==> src/rtl/joy_serial_rx.sv <==
// Serial receiver for the two-player DB15 joystick adapter: drives load/shift
// pins, samples 32-bit frames and commits them after a stability filter.
module joy_serial_rx #(
  parameter int unsigned CLK_DIV   = 50,
  parameter int unsigned GAP_TICKS = 64,
  parameter int unsigned STABLE    = 2
) (
  input  logic        clk,
  input  logic        reset_n,
  input  logic        enable,
  input  logic        joy_data,
  output logic        joy_clk,
  output logic        joy_load,
  output logic [15:0] joystick1,
  output logic [15:0] joystick2,
  output logic        frame_done
);

  typedef enum logic [2:0] {
    IDLE,
    LOAD,
    SHIFT_LO,
    SHIFT_HI,
    CHECK,
    GAP
  } state_t;

  localparam logic [9:0] TICK_LAST = 10'(CLK_DIV - 1);
  localparam logic [7:0] GAP_LAST  = 8'(GAP_TICKS - 1);
  localparam logic [2:0] STAB_MAX  = 3'(STABLE);

  state_t      state;
  logic [9:0]  tick_cnt;
  logic        tick;
  logic [4:0]  idx;
  logic [7:0]  gap_cnt;
  logic [2:0]  stab;
  logic [2:0]  stab_next;
  logic [31:0] raw;
  logic [31:0] prev;
  logic [1:0]  sync;
  logic        data_s;

  assign tick   = (tick_cnt == TICK_LAST);
  assign data_s = sync[1];

  always_comb begin
    stab_next = 3'd1;
    if (raw == prev) begin
      stab_next = (stab >= STAB_MAX) ? STAB_MAX : stab + 3'd1;
    end
  end

  always_ff @(posedge clk or negedge reset_n) begin
    if (!reset_n) begin
      sync <= '1;
    end else begin
      sync <= {sync[0], joy_data};
    end
  end

  always_ff @(posedge clk or negedge reset_n) begin
    if (!reset_n) begin
      state      <= IDLE;
      tick_cnt   <= '0;
      idx        <= '0;
      gap_cnt    <= '0;
      stab       <= '0;
      raw        <= '0;
      prev       <= '0;
      joy_clk    <= 1'b1;
      joy_load   <= 1'b1;
      joystick1  <= '0;
      joystick2  <= '0;
      frame_done <= 1'b0;
    end else if (!enable) begin
      state      <= IDLE;
      tick_cnt   <= '0;
      idx        <= '0;
      gap_cnt    <= '0;
      stab       <= '0;
      raw        <= '0;
      prev       <= '0;
      joy_clk    <= 1'b1;
      joy_load   <= 1'b1;
      joystick1  <= '0;
      joystick2  <= '0;
      frame_done <= 1'b0;
    end else begin
      frame_done <= 1'b0;
      // Tick counter pauses during the one-clk CHECK so the frame period gains exactly one clk.
      if (state != CHECK) begin
        tick_cnt <= tick ? '0 : tick_cnt + 10'd1;
      end
      case (state)
        IDLE: begin
          if (tick) begin
            state    <= LOAD;
            joy_load <= 1'b0;
          end
        end
        LOAD: begin
          if (tick) begin
            state    <= SHIFT_LO;
            joy_load <= 1'b1;
            joy_clk  <= 1'b0;
            idx      <= '0;
          end
        end
        SHIFT_LO: begin
          if (tick) begin
            raw[idx] <= ~data_s;
            joy_clk  <= 1'b1;
            state    <= SHIFT_HI;
          end
        end
        SHIFT_HI: begin
          if (tick) begin
            if (idx == 5'd31) begin
              state <= CHECK;
            end else begin
              idx     <= idx + 5'd1;
              joy_clk <= 1'b0;
              state   <= SHIFT_LO;
            end
          end
        end
        CHECK: begin
          frame_done <= 1'b1;
          stab       <= stab_next;
          prev       <= raw;
          if (stab_next == STAB_MAX) begin
            joystick1 <= raw[15:0];
            joystick2 <= raw[31:16];
          end
          gap_cnt <= '0;
          state   <= GAP;
        end
        GAP: begin
          if (tick) begin
            if (gap_cnt == GAP_LAST) begin
              state    <= LOAD;
              joy_load <= 1'b0;
            end else begin
              gap_cnt <= gap_cnt + 8'd1;
            end
          end
        end
        default: state <= IDLE;
      endcase
    end
  end

endmodule

==> config.mk <==
export PLATFORM = sky130hd
export DESIGN_NAME = joy_serial_rx
export DESIGN_NICKNAME = d
export VERILOG_FILES = /design/src/rtl/joy_serial_rx.sv
export SDC_FILE = /design/constraint.sdc
export NUM_CORES = 1
export LEC_CHECK = 0
export ABC_AREA = 1
export BUFFER_PORTS_ARGS = -buffer_cell sky130_fd_sc_hd__buf_2
export CAP_MARGIN = 20
export CORE_MARGIN = 3
export CORE_UTILIZATION = 32
export DETAILED_ROUTE_END_ITERATION = 8
export SYNTH_ARGS = -nofsm -noshare
export SYNTH_HDL_FRONTEND = slang
export SYNTH_SLANG_ARGS = --single-unit
export TNS_END_PERCENT = 100
==> constraint.sdc <==
create_clock -name clk -period 1.6 [get_ports clk]
set_input_delay 0.32 -clock clk [delete_from_list [all_inputs] [get_ports clk]]
set_output_delay 0.32 -clock clk [all_outputs]
set_load 0.1 [all_outputs]
* Word-level counts from Yosys, hierarchy flattened *
Index checks and enable logic that the tools add are counted.

word-level totals
  flip-flop bits (word level) = 130
  bits in latches = 0
  memory bits (writable) = 0
  bits in read-only memories = 0
  input port bits = 4
  memories = 0

cells by class
  add/sub/neg operators = 4
  multiply operators = 0
  divide/modulo/power cells = 0
  $lt $le $gt $ge = 3
  eq/ne operators = 28
  shifts and indexed selects = 0
  multiplexer cells = 51
  bitwise operators = 1
  reduce and logical (&&, ||, !) cells = 9

operator list
  cell                                                         count
  two-way mux 32 bit                                           5
  two-way mux 16 bit                                           6
  two-way mux 3 bit                                            12
  bitwise mux 32 bit                                           1
  equality test 32 bit                                         1
  two-way mux 10 bit                                           3
  inequality test 3 bit (second input constant)                9
  two-way mux 8 bit                                            3
  two-way mux 5 bit                                            4
  case mux 3 bit (6 select lines)                              1
  case mux 8 bit (2 select lines)                              1
  two-way mux 1 bit                                            11
  adder 10 x 1 -> 10 bit (second input constant)               1
  equality test 10 x 6 -> 1 bit (second input constant)        1
  inequality test 2 x 1 -> 1 bit (second input constant)       5
  case mux 5 bit (2 select lines)                              1
  AND reduction 5 bit                                          2
  equality test 3 x 2 -> 1 bit (second input constant)         3
  adder 8 x 1 -> 8 bit (second input constant)                 1
  equality test 8 x 6 -> 1 bit (second input constant)         1
  inequality test 4 x 1 -> 1 bit (second input constant)       2
  equality test 3 bit (second input constant)                  2
  less-than comparator 5 x 6 -> 1 bit (second input constant)  1
  inequality test 3 x 1 -> 1 bit (second input constant)       2
  other kinds (15)                                             17

* Depth between registers and ports, before layout *
  depth after elaboration = 8
  depth in mapped cells = 12

* Worst setup path before layout *
No wires, ideal clock.

  path kind = reg-to-reg
  start point = reg tick_cnt[0]
  end point = reg gap_cnt[4]
  setup time = 129 ps
  data arrival time = 1462 ps
  path slack = 9 ps
  stages on the path, launching flop included = 9
  buffers on the path = 1
  path through = dfrtp_1 > ha_1 > nand3_2 > nor3_4 > nor2_2 > nand2_1 > nand2_1 > buf_2 > o21ai_0

on the way
  word-level cells in the longest chain between the ends = 3

RTL lines
  item                             RTL line  source
  start: declaration               33        logic [9:0] tick_cnt;
  start signal: assignment         93        tick_cnt <= tick ? '0 : tick_cnt + 10'd1;
  equality test 10 x 6 -> 1 bit    44        assign tick = (tick_cnt == TICK_LAST);
  inequality test 3 bit (no line)  n/a
  AND reduction 3 bit (no line)    n/a
  end signal: assignment           145       gap_cnt <= gap_cnt + 8'd1;
  end: declaration                 36        logic [7:0] gap_cnt;

Every way passes these cells.
A chain may end at the register's enable or synchronous reset.

* Worst setup path after layout *
  start point = reg state[2]
  end point = reg raw[20]

on the way
  word-level cells in the longest chain between the ends = 3

RTL lines
  item                                      RTL line  source
  start: declaration                        32        state_t state;
  start signal: assignment                  64        state <= IDLE;
  start signal: assignment                  77        state <= IDLE;
  start signal: assignment                  98        state <= LOAD;
  equality test 3 x 2 -> 1 bit              95        case (state)
  inequality test 2 x 1 -> 1 bit (no line)  n/a
  AND reduction 2 bit (no line)             n/a
  end signal: indexed assignment            112       raw[idx] <= ~data_s;
  end: declaration                          39        logic [31:0] raw;

Every way passes these cells.

==> impl_metrics.json <==
{
  "rsz0062_at_grt": "true",
  "wl_per_cell_microns": 14.3,
  "antennaDiodeCount": 0,
  "hold_viol_final": 0,
  "skew_ns": 0.00859,
  "crit_path_start_kind": "flip-flop",
  "setup_viol": 75,
  "drt-total-wl_mm": 19.1,
  "syn_avg_cell_area_sq_um": 7.60,
  "p_per_area_mw_per_mm2": 1110,
  "yosysTopAreaCell": "dfrtp_1",
  "sw_frac_of_total_pct": 32.0,
  "fmax_mhz": 546,
  "fin_crit_ns": 1.83,
  "dp.cells": 1270,
  "hpwl_mm": 11.5,
  "critPathCaptureType": "flip-flop",
  "grt_pass1_vias": 5888,
  "synth_cells": 877,
  "via_per_inst": 4.69,
  "leakagePower_uw": 0.00523,
  "gp_congestion": 0.857,
  "path_cells": "nor3_2 -> inv_1 -> a21oi_4 -> buf_12 -> nand2_8 -> clkinv_8 -> clkbuf_16 -> nand2_2 -> nand2_1",
  "p_comb_share_pct": 28.0,
  "status": "finished, violations left",
  "synth_top_area_share_pct": 47.3,
  "synthFlopType": "dfrtp_1",
  "min_path_type": "input pin to asynchronous set/reset pin",
  "cap_violations": 0,
  "final.setup.worst_slack_ns": -0.231,
  "clock_latency_ns": 0.43,
  "slowest_stage": "dfrtp_2",
  "core_area_sq_mm": 0.0204,
  "cts_root_buf": "clkbuf_16",
  "yosysSeqAreaShare_pct": 48.9,
  "slew_viol_final": 0,
  "htree_num_levels": 4,
  "path_buf_inv": 4,
  "critPathMaxStageDelay_ns": 0.44,
  "grt_pass1_wl_mm": 29.1,
  "antenna_found_initial": 0,
  "vdd_ir_drop_max_mv": 0.880,
  "power.total_uw": 11000,
  "pin_count": 39,
  "power.internal_uw": 7450,
  "crit_type": "flip-flop to flip-flop",
  "critPathTopFamily": "buffers and inverters",
  "clockBufferDepth": 2,
  "relSlewSlack_pct": 66.9,
  "synth_edf_count": 0,
  "synth_nets": 890,
  "violations": "setup timing",
  "vias": 6263,
  "fin_nets": 1065,
  "die_y_microns": 150,
  "mostFrequentLayoutCell": "nand2_1",
  "period_share_pct": 114,
  "drt-pass1-iter-count": 6,
  "syn-cell-area_sq_mm": 0.00667,
  "path_clk_slew_ns": 0.06,
  "worst-path-max-fanout": 7,
  "ys_seq_elements": 130,
  "cts_tree": "yes",
  "postRouteAntennaNets": 0,
  "layout_common_cells": "240 x nand2_1, 124 x dfrtp_1, 109 x buf_4, 89 x inv_1, 56 x nand2_2",
  "std_cell_rows": 52,
  "dieArea_sq_mm": 0.0226,
  "grt_use_total_pct": 16.2,
  "yosys-top-cells-area": "dfrtp_1 47%, nand2_1 18%, inv_1 5.3%",
  "overflow": 0,
  "syn_to_final_growth_pct": 48.0,
  "pwr-share-seq_pct": 32.7,
  "final_cells": 1334,
  "portBuffers": 38,
  "drt_iter0_drc": 358,
  "grt_max_degree": 66,
  "yosysWarnings": 0,
  "cp_data_required_time_ns": 1.96,
  "synthArstFlopShare_pct": 100,
  "clock_sinks": 130,
  "crit_arrival_ns": 2.19,
  "p_clk_share_pct": 39.3,
  "numCtsBuffers": 17,
  "drive_above_1_share_pct": 36.2,
  "start_util_pct": 32.7,
  "drc_errors": 0,
  "die-width_microns": 150,
  "ys_types": 38,
  "tightest_slew_ns": 0.500,
  "p_sw_uw": 3510
}
[repair_timing]
| action | CTS | global route |
|---|---|---|
| gates cloned | 0 | 10 |
| hold endpoints to repair | 21 | 0 |
| setup buffers | 5 | 18 |
| hold buffers | 2 | 0 |
| setup endpoints to repair | 75 | 92 |
| pin swaps | 10 | 68 |
| resized for setup | 46 | 207 |
[cell usage after synthesis (3+ instances only)]
cell,instances
dfstp_2,4
a21oi_1,15
inv_2,8
nor3b_1,5
nand3_1,51
xnor2_1,16
ha_1,9
nand2_1,319
o22ai_1,19
nor2_4,3
nor2_1,66
buf_1,5
o21ai_0,67
nor3_1,7
nand4_1,11
buf_6,5
clkbuf_1,13
buf_2,10
a31oi_1,3
nand2_2,3
dfrtp_1,126
inv_1,94
[state kept, by name, indices dropped and copies added (netlist names)]
name	flops
joystick1	16
joy_clk	1
state	3
frame_done	1
sync	2
joystick2	16
joy_load	1
tick_cnt	10
prev	32
gap_cnt	8
idx	5
raw	32
stab	3
[path summary, 6_finish.rpt]
| kind | from | endpoint | cells past startpoint | slack, ns |
|---|---|---|---|---|
| min reg2reg | sync[0] | sync[1] | 0 | 0.36 |
| min | reset_n | gap_cnt[5] | 2 | 0.32 |
| max | state[2] | raw[20] | 9 | -0.23 |
| max in group asynchronous | reset_n | sync[1] | 3 | 0.67 |
| max reg2reg | state[2] | raw[20] | 9 | -0.23 |
| min in group clk | sync[0] | sync[1] | 0 | 0.36 |
[per-stage QoR]
step | hold WS (ns) | worst slack, ns | TNS [ns] | area [sq um] | util (%)
2_1_floorplan | 0.0244 | 0.00903 | 0 | 6670 | -
3_3_place_gp | 0.210 | -0.178 | -6.60 | 8060 | 39.6
3_5_place_dp | 0.208 | -0.210 | -7.66 | 8060 | 39.6
4_1_cts | 0.320 | -0.0602 | -2.47 | 8870 | 43.6
5_1_grt | 0.356 | -0.278 | -16.08 | 9870 | 48.5
6_report | 0.325 | -0.231 | -9.62 | 9870 | 48.5
[worst reg2reg max path, stage by stage (launching register included)]
cell and delay (ns):
dfrtp_2 0.44, nor3_2 0.35, inv_1 0.14, a21oi_4 0.22, buf_12 0.18, nand2_8 0.07, clkinv_8 0.10, clkbuf_16 0.17
nand2_2 0.04, nand2_1 0.06
[final cells by class]
| type | instances | area [sq um] |
|---|---|---|
| Clock buffer | 19 | 433 |
| Timing Repair Buffer | 190 | 1740 |
| Tap cell | 270 | 338 |
| Fill cell | 1866 | 10500 |
| Clock inverter | 12 | 208 |
| Multi-Input combinational cell | 611 | 3490 |
| Sequential cell | 130 | 3260 |
| Inverter | 102 | 400 |
[power by group through the flow]
stage               Combinational [uW]  Clock (uW)  Sequential, uW
CTS                               2330        4390            3570
global placement                  2160           0            3620
global route                      3320        4540            3600
detailed placement                2170           0            3620
finish                            3070        4310            3580
floorplan                         1030           0            3840
[routing by layer]
metal / GRT usage [%] / wire, microns
met3: 3.19 / 847
met4: 6.91 / 416
met2: 25.7 / 9320
met5: 0 / 0
met1: 21.6 / 8520
[cells by family (layout without fill, tap and decap cells)]
group	after synthesis	in the layout	synth area share [%]
and+or+nand+nor	473	473	29.5
buffers and inverters	136	323	8.46
DFF	130	130	48.9
AOI/OAI and AO/OA	111	111	9.10
xor gates and xnor gates	18	18	2.36
adders and majority gates	9	9	1.69
Power figures use the tool's default switching activity.
